--- src/rtl/battleship_pkg.sv ---
// rtl/battleship_pkg.sv - shared board constants, cell codes and placement FSM states
package battleship_pkg;

  localparam int BOARD_N    = 5;
  localparam int MAX_SHIPS  = 5;
  localparam int CELL_WATER = 0;
  localparam int CELL_SHIP  = 6;

  typedef enum logic [2:0] {
    IDLE,
    SELECT,
    CHECK,
    WRITE,
    DONE
  } state_t;

  // A round always has at least one ship and never more than the board supports.
  function automatic logic [2:0] clamp_ships(input logic [2:0] n);
    if (n == 3'd0) return 3'd1;
    if (n > 3'(MAX_SHIPS)) return 3'(MAX_SHIPS);
    return n;
  endfunction

endpackage

--- src/rtl/btn_edge_detect.sv ---
// rtl/btn_edge_detect.sv - one-cycle rising-edge pulse from a debounced level
module btn_edge_detect (
  input  logic clk,
  input  logic rst_n,
  input  logic level,
  output logic pulse
);

  logic level_q;

  always_ff @(posedge clk or negedge rst_n) begin
    if (!rst_n) level_q <= 1'b0;
    else        level_q <= level;
  end

  assign pulse = level & ~level_q;

endmodule

--- src/rtl/ship_placement_ctrl.sv ---
// rtl/ship_placement_ctrl.sv - cursor control, placement validation and ship writes into the 5x5 board
module ship_placement_ctrl
  import battleship_pkg::*;
(
  input  logic       clk,
  input  logic       rst_n,
  input  logic       start,
  input  logic       btn_up,
  input  logic       btn_down,
  input  logic       btn_left,
  input  logic       btn_right,
  input  logic       btn_rotate,
  input  logic       btn_place,
  input  logic [2:0] num_ships,
  output int         matrix [BOARD_N-1:0][BOARD_N-1:0],
  output logic [2:0] cursor_x,
  output logic [2:0] cursor_y,
  output logic       orient,
  output logic [2:0] ship_idx,
  output logic       busy,
  output logic       place_err,
  output logic       done
);

  state_t     state, state_nxt;
  logic [2:0] num_q, len, k;
  logic       p_start, p_up, p_down, p_left, p_right, p_rotate, p_place;
  logic [3:0] cell_x, cell_y;
  logic [2:0] cx_i, cy_i;
  logic       cell_oob, cell_hit, check_fail, last_cell;

  btn_edge_detect u_ed_start  (.clk(clk), .rst_n(rst_n), .level(start),      .pulse(p_start));
  btn_edge_detect u_ed_up     (.clk(clk), .rst_n(rst_n), .level(btn_up),     .pulse(p_up));
  btn_edge_detect u_ed_down   (.clk(clk), .rst_n(rst_n), .level(btn_down),   .pulse(p_down));
  btn_edge_detect u_ed_left   (.clk(clk), .rst_n(rst_n), .level(btn_left),   .pulse(p_left));
  btn_edge_detect u_ed_right  (.clk(clk), .rst_n(rst_n), .level(btn_right),  .pulse(p_right));
  btn_edge_detect u_ed_rotate (.clk(clk), .rst_n(rst_n), .level(btn_rotate), .pulse(p_rotate));
  btn_edge_detect u_ed_place  (.clk(clk), .rst_n(rst_n), .level(btn_place),  .pulse(p_place));

  // 4-bit sums so a ship running past the edge is seen as out of range, not wrapped.
  assign cell_x    = {1'b0, cursor_x} + (orient ? 4'd0 : {1'b0, k});
  assign cell_y    = {1'b0, cursor_y} + (orient ? {1'b0, k} : 4'd0);
  assign cell_oob  = (cell_x > 4'(BOARD_N - 1)) || (cell_y > 4'(BOARD_N - 1));
  assign cx_i      = cell_oob ? 3'd0 : cell_x[2:0];
  assign cy_i      = cell_oob ? 3'd0 : cell_y[2:0];
  assign cell_hit  = !cell_oob && (matrix[cy_i][cx_i] == CELL_SHIP);
  assign last_cell = (k == len - 3'd1);

  always_comb begin
    state_nxt  = state;
    check_fail = 1'b0;
    case (state)
      SELECT: if (p_place) state_nxt = CHECK;
      CHECK: begin
        if (cell_oob || cell_hit) begin
          check_fail = 1'b1;
          state_nxt  = SELECT;
        end else if (last_cell) begin
          state_nxt = WRITE;
        end
      end
      WRITE: if (last_cell) state_nxt = ((ship_idx + 3'd1) == num_q) ? DONE : SELECT;
      default: state_nxt = state;
    endcase
    if (p_start) state_nxt = SELECT;
  end

  always_ff @(posedge clk or negedge rst_n) begin
    if (!rst_n) state <= IDLE;
    else        state <= state_nxt;
  end

  always_ff @(posedge clk or negedge rst_n) begin
    if (!rst_n) begin
      for (int y = 0; y < BOARD_N; y++)
        for (int x = 0; x < BOARD_N; x++)
          matrix[y][x] <= CELL_WATER;
      cursor_x  <= 3'd0;
      cursor_y  <= 3'd0;
      orient    <= 1'b0;
      ship_idx  <= 3'd0;
      num_q     <= 3'd1;
      len       <= 3'd1;
      k         <= 3'd0;
      place_err <= 1'b0;
    end else begin
      place_err <= 1'b0;
      if (p_start) begin
        for (int y = 0; y < BOARD_N; y++)
          for (int x = 0; x < BOARD_N; x++)
            matrix[y][x] <= CELL_WATER;
        cursor_x <= 3'd0;
        cursor_y <= 3'd0;
        ship_idx <= 3'd0;
        num_q    <= clamp_ships(num_ships);
        k        <= 3'd0;
      end else begin
        case (state)
          SELECT: begin
            if (p_place) begin
              len <= ship_idx + 3'd1;
              k   <= 3'd0;
            end else if (p_rotate) begin
              orient <= ~orient;
            end else begin
              // Opposing presses on one axis cancel; the two axes are independent.
              if (p_up && !p_down && cursor_y != 3'd0) cursor_y <= cursor_y - 3'd1;
              if (p_down && !p_up && cursor_y != 3'(BOARD_N - 1)) cursor_y <= cursor_y + 3'd1;
              if (p_left && !p_right && cursor_x != 3'd0) cursor_x <= cursor_x - 3'd1;
              if (p_right && !p_left && cursor_x != 3'(BOARD_N - 1)) cursor_x <= cursor_x + 3'd1;
            end
          end
          CHECK: begin
            if (check_fail)     place_err <= 1'b1;
            else if (last_cell) k <= 3'd0;
            else                k <= k + 3'd1;
          end
          WRITE: begin
            matrix[cy_i][cx_i] <= CELL_SHIP;
            if (last_cell) begin
              ship_idx <= ship_idx + 3'd1;
              k        <= 3'd0;
            end else begin
              k <= k + 3'd1;
            end
          end
          default: ;
        endcase
      end
    end
  end

  assign busy = (state == CHECK) || (state == WRITE);
  assign done = (state == DONE);

endmodule

--- config.mk ---
export PLATFORM = sky130hd
export DESIGN_NAME = ship_placement_ctrl
export DESIGN_NICKNAME = d
export VERILOG_FILES = /design/src/rtl/battleship_pkg.sv /design/src/rtl/btn_edge_detect.sv /design/src/rtl/ship_placement_ctrl.sv
export SDC_FILE = /design/constraint.sdc
export NUM_CORES = 1
export LEC_CHECK = 0
export CORE_AREA = 2 2 317 319
export DETAILED_ROUTE_END_ITERATION = 6
export DIE_AREA = 0 0 319 321
export HOLD_SLACK_MARGIN = 0.05
export PLACE_DENSITY = 0.67
export SLEW_MARGIN = 20
export SYNTH_ARGS = -nofsm -noshare
export SYNTH_HDL_FRONTEND = slang
export SYNTH_SLANG_ARGS = --single-unit
--- constraint.sdc ---
create_clock -name clk -period 5.95 [get_ports clk]
set_clock_uncertainty 0.2 [all_clocks]
set_input_delay 1.4875 -clock clk [delete_from_list [all_inputs] [get_ports clk]]
set_output_delay 1.4875 -clock clk [all_outputs]
set_load 0.1 [all_outputs]
# Word-level counts from Yosys, hierarchy flattened
# Cells that the tools add are included.
# word_totals
regBits	830
latch_bits	0
ramBits	0
rom_bits	0
in_bits	12
out_inout_bits	813
elab_cells	182
mem_count	0
# op_classes
addsub	9
multipliers	0
div_mod_pow	0
n_lt_le_gt_ge	7
n_eq_ne	15
n_shift	0
n_mux	55
bitwise_logic	20
n_reduce_logical	35
# op_table
cell	count
$mux W800	2
$and A750 B750 Y750	1
$not A750 Y750	1
$bmux W160 S3	1
$demux W160 S3	1
$mux W160	2
$mux W3	33
$bmux W32 S3	1
$demux W32 S3	1
$mux W32	2
$or A50 B50 Y50	1
$eq A32 B4 Y1 const B	1
$pmux W3 S3	2
$reduce_and A4 Y1	4
$ne A3 B3 Y1 const B	5
$add A3 B1 Y3 const B	4
$reduce_bool A3 Y1	4
$logic_and A1 B1 Y1	11
$mux W1	10
$not A1 Y1	10
$sub A3 B1 Y3 const B	3
$add A3 B3 Y4	2
$gt A4 B3 Y1 const B	2
$lt A3 B4 Y1 const B	2
16 further kinds	35

# Depth between registers and ports, before layout
# Gate-level depths: netlist (run 1).
# depth
word_depth	17
depth_mapped	18

# Hierarchy
# Synthesis (run 1) repeated with hierarchy kept, for this count alone.
# hier_totals
hier_cells	2642
hier_area_um2	31612.8
# modules_own_cells
mod	instances	cells_each	area_each_um2	seq_area_each_um2
ship_placement_ctrl	1	2628	31341.3	20597.3
btn_edge_detect	7	2	38.8	25.0

# Worst setup path before layout (run 1)
# Ideal clock, no wire load.
# synth_timing
path_type	register to register
startpoint	reg orient
endpoint	reg state[1]
t_arrival_ns	4.575
required_time_ns	5.630
path_slack_ns	1.055
stages_incl_launch_ff	18
path_buffers	3
path_cell_list	dfrtp_1 -> nor2b_1 -> ha_1 -> fa_1 -> buf_2 -> or2_1 -> a211oi_4 -> nand3_2 -> buf_4 -> buf_6 -> mux2_2 -> a221oi_1 -> nand3_1 -> o31ai_1 -> inv_1 -> nor4_4 -> o21ai_0 -> a31o_2
# synth_via
elab_chain_len	15
word_cells_on_any_way	22
# synth_rtl
element	line	rtl
start, declared	ship_placement_ctrl.sv:18	output logic orient,
start signal, assigned	ship_placement_ctrl.sv:104	orient <= ~orient;
$mux W3 (on tied branches)	ship_placement_ctrl.sv:41, ship_placement_ctrl.sv:42	
$add A3 B3 Y4 (on tied branches)	ship_placement_ctrl.sv:41, ship_placement_ctrl.sv:42	
$gt A4 B3 Y1	ship_placement_ctrl.sv:43	assign cell_oob = (cell_x > 4'(BOARD_N - 1)) || (cell_y > 4'(BOARD_N - 1));
$logic_or A1 B1 Y1	ship_placement_ctrl.sv:43	
$mux W3	ship_placement_ctrl.sv:45	assign cy_i = cell_oob ? 3'd0 : cell_y[2:0];
$bmux W160 S3	ship_placement_ctrl.sv:46	assign cell_hit = !cell_oob && (matrix[cy_i][cx_i] == CELL_SHIP);
$mux W160 (not written as such)	ship_placement_ctrl.sv:46	
$bmux W32 S3	ship_placement_ctrl.sv:46	
$mux W32 (not written as such)	ship_placement_ctrl.sv:46	
$eq A32 B4 Y1	ship_placement_ctrl.sv:46	
$logic_and A1 B1 Y1	ship_placement_ctrl.sv:46	
$logic_or A1 B1 Y1 *	ship_placement_ctrl.sv:55	if (cell_oob || cell_hit) begin
$mux W3	ship_placement_ctrl.sv:55	
$pmux W3 S3	ship_placement_ctrl.sv:52	case (state)
$mux W3	ship_placement_ctrl.sv:65	if (p_start) state_nxt = SELECT;
end signal, assigned	ship_placement_ctrl.sv:70	else state <= state_nxt;
end, declared	ship_placement_ctrl.sv:25	state_t state, state_nxt;
# Mark *: on every way between the ends. The rest lies on a longest branch, timed or not. The select of a mux whose other input is x is not followed.
# A chain may end at the register's enable or synchronous reset.

# Final worst setup path (run 1)
# layout_timing
startpoint	reg k[0]
endpoint	reg k[0]
# layout_via
elab_chain_len	16
word_cells_on_any_way	27
# layout_rtl
element	line	rtl
start, declared	ship_placement_ctrl.sv:26	logic [2:0] num_q, len, k;
start signal, assigned	ship_placement_ctrl.sv:116	else k <= k + 3'd1;
start signal, assigned	ship_placement_ctrl.sv:124	k <= k + 3'd1;
$mux W3 (on tied branches)	ship_placement_ctrl.sv:41, ship_placement_ctrl.sv:42	
$add A3 B3 Y4 (on tied branches)	ship_placement_ctrl.sv:41, ship_placement_ctrl.sv:42	
$gt A4 B3 Y1	ship_placement_ctrl.sv:43	
$logic_or A1 B1 Y1	ship_placement_ctrl.sv:43	
$mux W3	ship_placement_ctrl.sv:45	
$bmux W160 S3	ship_placement_ctrl.sv:46	
$mux W160 (not written as such)	ship_placement_ctrl.sv:46	
$bmux W32 S3	ship_placement_ctrl.sv:46	
$mux W32 (not written as such)	ship_placement_ctrl.sv:46	
$eq A32 B4 Y1	ship_placement_ctrl.sv:46	
$logic_and A1 B1 Y1	ship_placement_ctrl.sv:46	
$logic_or A1 B1 Y1	ship_placement_ctrl.sv:55	
$mux W1	ship_placement_ctrl.sv:55	
$mux W1	ship_placement_ctrl.sv:52	
$ne A3 B3 Y1 (no source line)	--	
$reduce_and A3 Y1 (no source line)	--	
# Parallel ways exist; a longest one is shown, timed or not. The select of a mux whose other input is x is not followed.

==> metrics.txt, run 1 <==
outcome=complete, no violations; Avg Cell Area, Syn=11.88 µm²; floorplan core area=99280 µm²; most frequent cell after synthesis=dfrtp_1; FF+latch count, synth=830; Area contributors post-synth=dfrtp_1, and2_1, nor2_1, nor4_1, clkbuf_1; crit-path max FO=19; vias=24.67k; Die Span Y=321 µm; VDD IR max=222.4 µV; routed wire length=139400 µm; cts hold-fix bufs=0; Power Density=330.2 nW/µm²; first drt pass iteration count=5; antenna violations before repair=3; crit share post-route=97.44%; Worst setup SP type=flop; Crit Path Category=flop to flop; first-pass GRT wire length=196900 µm; Die ar.=102400 µm²; worst hold slack=0.2827 ns; Starting Density=31.99%; Tmin final=5.797 ns; global route overflow=0; Arrival @ worst endpoint=6.19 ns; total CTS buffers=91; EDFF count, synth=0; GR Util met1=33.50%; unrepaired setup endpoints after global routing=no; number of routed nets with antenna violations=0; max-cap viol count=0; Synth warnings=0; final hold violations=0; Post-Syn Area=31760 µm²; # Post-CTS Setup Buffers=0; drt wl/cell=28.46 µm; I/O pins=825; remaining routing DRC violations=0; clk_lat worst skew=0.67 ns; setup tns final=0 ns; Die X=319 µm; routability cong.=1.002; grt peak-use layer=met2; vias in the first global route=25.07k; crit end category=flop; met2 Usage GRT=44.35%; worst endpoint required time=6.34 ns; Via-to-Cell Ratio=5.036; worst hold-check path type=flop to flop; Rows=116; final setup fails=0; Max Fclk=0.1725 GHz; post-synth top area share=65.24%; DRT iter0 DRCs=1923; Slew @ Worst Pin=1.288 ns; leakage power=20.88 nW; count of final max-slew check failures=0; H-tree levels=3; dominant synthesized flop cell=dfrtp_1; Synth Instances=2674; syn nets=2699; relative slew slack=13.32%; cell taking the most area after synthesis=dfrtp_1; Post-synth ARST share=100.0%; CTS Buffer Depth=3; DP HPWL=109500 µm; synth cell count leaders=dfrtp_1, and2_1, nor2_1, clkbuf_1, nor4_1; total clock sinks=830; routing usage on met3=8.242%; clock transition at the registers of the reported paths=0.06 ns; Resized cells post-CTS=0; GRT Util Overall=26.94%; PortBufs=824; TritonCTS clock tree=built; largest net degree at the start of global routing=103; root buffer cell=clkbuf_16; post-synthesis sequential area ratio=65.41%; Area Growth Syn to Fin=40.95%; distinct cell type count after synthesis=84; Layout Nets=3551; proportion of layout cells with a drive suffix above 1=8.919%
-- metrics by stage --
stage | area (µm²) | std cells | setup WS (ns) | util (%) | total power [mW]
3_5_place_dp | 41750 | 4731 | 0.4527 | 42.05 | 9.083
2_1_floorplan | 31760 | 2674 | 1.055 | - | 7.743
6_report | 44760 | 4898 | 0.1526 | 45.09 | 14.78
5_1_grt | 44760 | 4897 | 0.01114 | 45.09 | 15.31
3_3_place_gp | 41740 | 4731 | 0.4918 | 42.04 | 9.059
4_1_cts | 44760 | 4897 | 0.4140 | 45.09 | 14.86
-- routing by layer --
metal  wire, µm  part of all wire [%]
met4       4901                   3.5
met3      11140                   8.0
met2      67270                    48
met1      56050                    40
met5         13                0.0093
-- sequential cells by signal, indices dropped and copies added (netlist names) --
name,flops
u_ed_right.level_q,1
k,3
u_ed_rotate.level_q,1
ship_idx,3
place_err,1
cursor_x,3
orient,1
u_ed_start.level_q,1
u_ed_up.level_q,1
len,3
u_ed_place.level_q,1
u_ed_left.level_q,1
state,3
matrix,800
cursor_y,3
u_ed_down.level_q,1
num_q,3
-- critical path, stage by stage, from the launching register on --
cell and delay, ns:
dfrtp_1 0.43, nor2b_1 0.16, ha_1 0.23, fa_1 0.69, nor2_2 0.40, o211a_2 0.52
nand2_2 0.47, a31oi_1 0.75, a21oi_1 0.14, o311ai_1 0.27, nor4_1 0.14, nor3_1 0.58
nor4_4 0.10, or4_1 0.50, mux2i_1 0.14
-- kinds of logic after synthesis --
| kind of cell | after synthesis | synth area share (%) |
|---|---|---|
| and+or+nand+nor | 1348 | 24.27 |
| DFF | 830 | 65.41 |
| AOI/OAI and AO/OA | 254 | 5.575 |
| buffers and inverters | 167 | 2.096 |
| muxes | 38 | 1.284 |
| xor gates and xnor gates | 24 | 0.7564 |
| adders and majority gates | 13 | 0.6067 |
-- area by class of cell --
class                   count  area, µm²
flip-flops and latches    830      20770
diodes                      1      2.502
well taps                1298       1624
inverters                  28      105.1
fillers                  9307      54510
repair buffers            898       8808
clock inverters            24      354.1
multi-input cells        1677      10440
clock buffers             142       2659
-- path summary, 6_finish.rpt --
path | cells after the start | to | slack (ns) | from
min in group asynchronous | 1 | matrix[566] | 0.67 | rst_n
max in group asynchronous | 2 | matrix[124] | 3.63 | rst_n
hold / removal | 2 | num_q[0] | 0.28 | num_q[0]
setup reg to reg | 14 | k[0] | 0.15 | k[0]
setup / recovery | 14 | k[0] | 0.15 | k[0]
hold reg to reg | 2 | num_q[0] | 0.28 | num_q[0]
-- layout by cell type (no fill, tap or decap), types with 8 or more instances in the layout --
cell,count
buf_12,9
xor2_1,8
clkinv_2,8
mux2_2,22
xnor2_1,12
nor4_1,96
nor2_2,9
o221ai_1,9
o22ai_1,36
nor2b_1,10
a211oi_1,17
nor3_1,68
and2_1,745
a31oi_1,26
clkbuf_8,19
ha_1,8
inv_1,28
clkbuf_16,91
or3_1,9
o31ai_1,11
or4_1,36
o21ai_0,33
nand2b_1,14
buf_4,106
mux2i_1,16
nand4_1,16
clkbuf_1,32
dfrtp_1,828
nand3_1,32
nor2_1,199
clkdlybuf4s50_1,780
nand2_1,74
a21oi_1,42
-- power by group --
group          total (mW)  internal, mW  switching, mW
clock                5.73          3.35           2.38
sequential           5.79          5.70         0.0863
combinational        3.27         0.940           2.33
No activity file was read; power rests on OpenSTA's default activity.
==> run 2: changes to the inputs <==
==> constraint.sdc (replaced) <==
create_clock -name clk -period 6.1 [get_ports clk]
set_clock_uncertainty 0.2 [all_clocks]
set_input_delay 1.525 -clock clk [delete_from_list [all_inputs] [get_ports clk]]
set_output_delay 1.525 -clock clk [all_outputs]
set_load 0.1 [all_outputs]
==> metrics.txt, run 2 (synthesized netlist as in run 1, its figures left out) <==
routed wire length=140500 µm; Via-to-Cell Ratio=5.005; crit end category=flop; Starting Density=31.99%; setup tns final=0 ns; Most flops, register=matrix; Rows=116; Area Growth Syn to Fin=41.20%; Worst R2R Path Depth=15; VDD IR max=226.8 µV; Worst setup SP type=flop; worst endpoint required time=6.44 ns; vias in the first global route=25.04k; most frequent cells in the layout=dfrtp_1, clkdlybuf4s50_1, and2_1; global route overflow=0; HP Start=num_q[0]; DP HPWL=110000 µm; Crit Path Category=flop to flop; Max Fclk=0.1690 GHz; CTS Buffer Depth=3; Hold Path Depth=2; remaining routing DRC violations=0; Fill cells=9316; Worst Setup SP=k[0]; clk_lat worst skew=0.67 ns; r2r startpoint=k[0]; relative slew slack=20.97%; commonest non-fill, non-tap cell in the layout=dfrtp_1; largest net degree at the start of global routing=146; leakage power=20.95 nW; GRT Util Overall=27.02%; I/O pins=825; worst hold-check path type=flop to flop; Die ar.=102400 µm²; DRT iter0 DRCs=2161; Layout Nets=3560; count of final max-slew check failures=0; crit share post-route=97.00%; drt wl/cell=28.65 µm; final setup fails=0; total clock sinks=830; first-pass GRT wire length=197600 µm; pre-CTS WS=0.4055 ns; PortBufs=824; fin cells=4905; TritonCTS clock tree=built; slack of the critical path=0.1832 ns; cts hold-fix bufs=0; total CTS buffers=90; crit-path max FO=17; Arrival @ worst endpoint=6.25 ns; antenna violations before repair=2; placed cells=4741; Resized cells post-CTS=0; H-tree levels=3; unrepaired setup endpoints after global routing=no; first drt pass iteration count=5; Die X=319 µm; final hold violations=0; Power Density=321.9 nW/µm²; clock transition at the registers of the reported paths=0.05 ns; Slew @ Worst Pin=1.182 ns; floorplan core area=99280 µm²; root buffer cell=clkbuf_16; outcome=complete, no violations; proportion of layout cells with a drive suffix above 1=9.706%; Tmin final=5.917 ns; Die Span Y=321 µm; max reg flops=800; # Post-CTS Setup Buffers=0; number of routed nets with antenna violations=0; routability cong.=0.9928; max-cap viol count=0; vias=24.55k
run 2: changes by cell type in the layout (fill, tap and decap cells not counted), moves of 3 or more:
cell        previous run  this run
clkbuf_8              19        24
inv_16                 3         0
clkbuf_1              32        12
buf_4                106       117
clkinvlp_4             2         7
clkinv_2               8        20
inv_6                  3         0
buf_12                 9         6
clkbuf_16             91        94
run 2: worst max-delay path: stages (launching register included):
cell	delay, ns
dfrtp_1	0.44
and2_1	0.21
ha_4	0.17
fa_1	0.48
xnor2_2	0.79
o211ai_1	0.29
nor3_2	0.77
o21ai_0	0.37
a2111oi_0	0.56
a21oi_1	0.08
nor4_1	0.39
buf_4	0.21
nor3_1	0.10
nor4_4	0.31
o21ai_0	0.15
a31o_2	0.27
run 2: report_power, final:
part	switching (mW)	total, mW	leakage [nW]	internal (mW)
Clock	2.28	5.59	1.50	3.31
Sequential	0.0851	5.65	11.6	5.56
Combinational	2.25	3.20	7.88	0.953
run 2: per-layer routing:
layer | global-route usage (%) | share of wire, % | vias up
met2 | 45.24 | 48 | 944
li1 | - | - | 10780
met1 | 33.20 | 40 | 12630
met4 | 8.658 | 3.4 | 2
met3 | 8.494 | 8.0 | 197
met5 | 0 | 0.0093 | -
run 2: stage by stage:
step	utilization, %	hold WS [ns]	power, mW	instance area (µm²)
final	45.17	0.2647	14.43	44840
after global routing	45.17	0.2928	14.95	44840
after CTS	45.18	0.2638	14.50	44850
after detailed placement	42.11	0.2539	8.870	41800
after global placement	42.08	0.2520	8.865	41780
after floorplan	-	0.2411	7.553	31760
run 2: path summary, 6_finish.rpt:
kind	end	slack, ns
max	state[1]	0.18
min	num_q[0]	0.26
max reg2reg	state[1]	0.18
min reg2reg	num_q[0]	0.26
max in group asynchronous	matrix[201]	3.68
min in group asynchronous	matrix[399]	0.71
run 2: area by class of cell:
cell class	count	area (µm²)	area share, %
multi-input cells	1677	10450	23.30
clock buffers	130	2728	6.083
diodes	1	2.502	0.005581
inverters	28	105.1	0.2344
repair buffers	908	8841	19.72
clock inverters	33	319.1	0.7115
flip-flops and latches	830	20770	46.32
well taps	1298	1624	3.622
==> run 3: changes to the inputs <==
--- a/config.mk
+++ b/config.mk
@@ -10,6 +10,7 @@
 export DIE_AREA = 0 0 319 321
 export HOLD_SLACK_MARGIN = 0.05
 export PLACE_DENSITY = 0.67
+export SKIP_CTS_REPAIR_TIMING = 1
 export SLEW_MARGIN = 20
 export SYNTH_ARGS = -nofsm -noshare
 export SYNTH_HDL_FRONTEND = slang
==> results of run 3 <==
Final layout, timing and power as in run 2 (identical DEF).
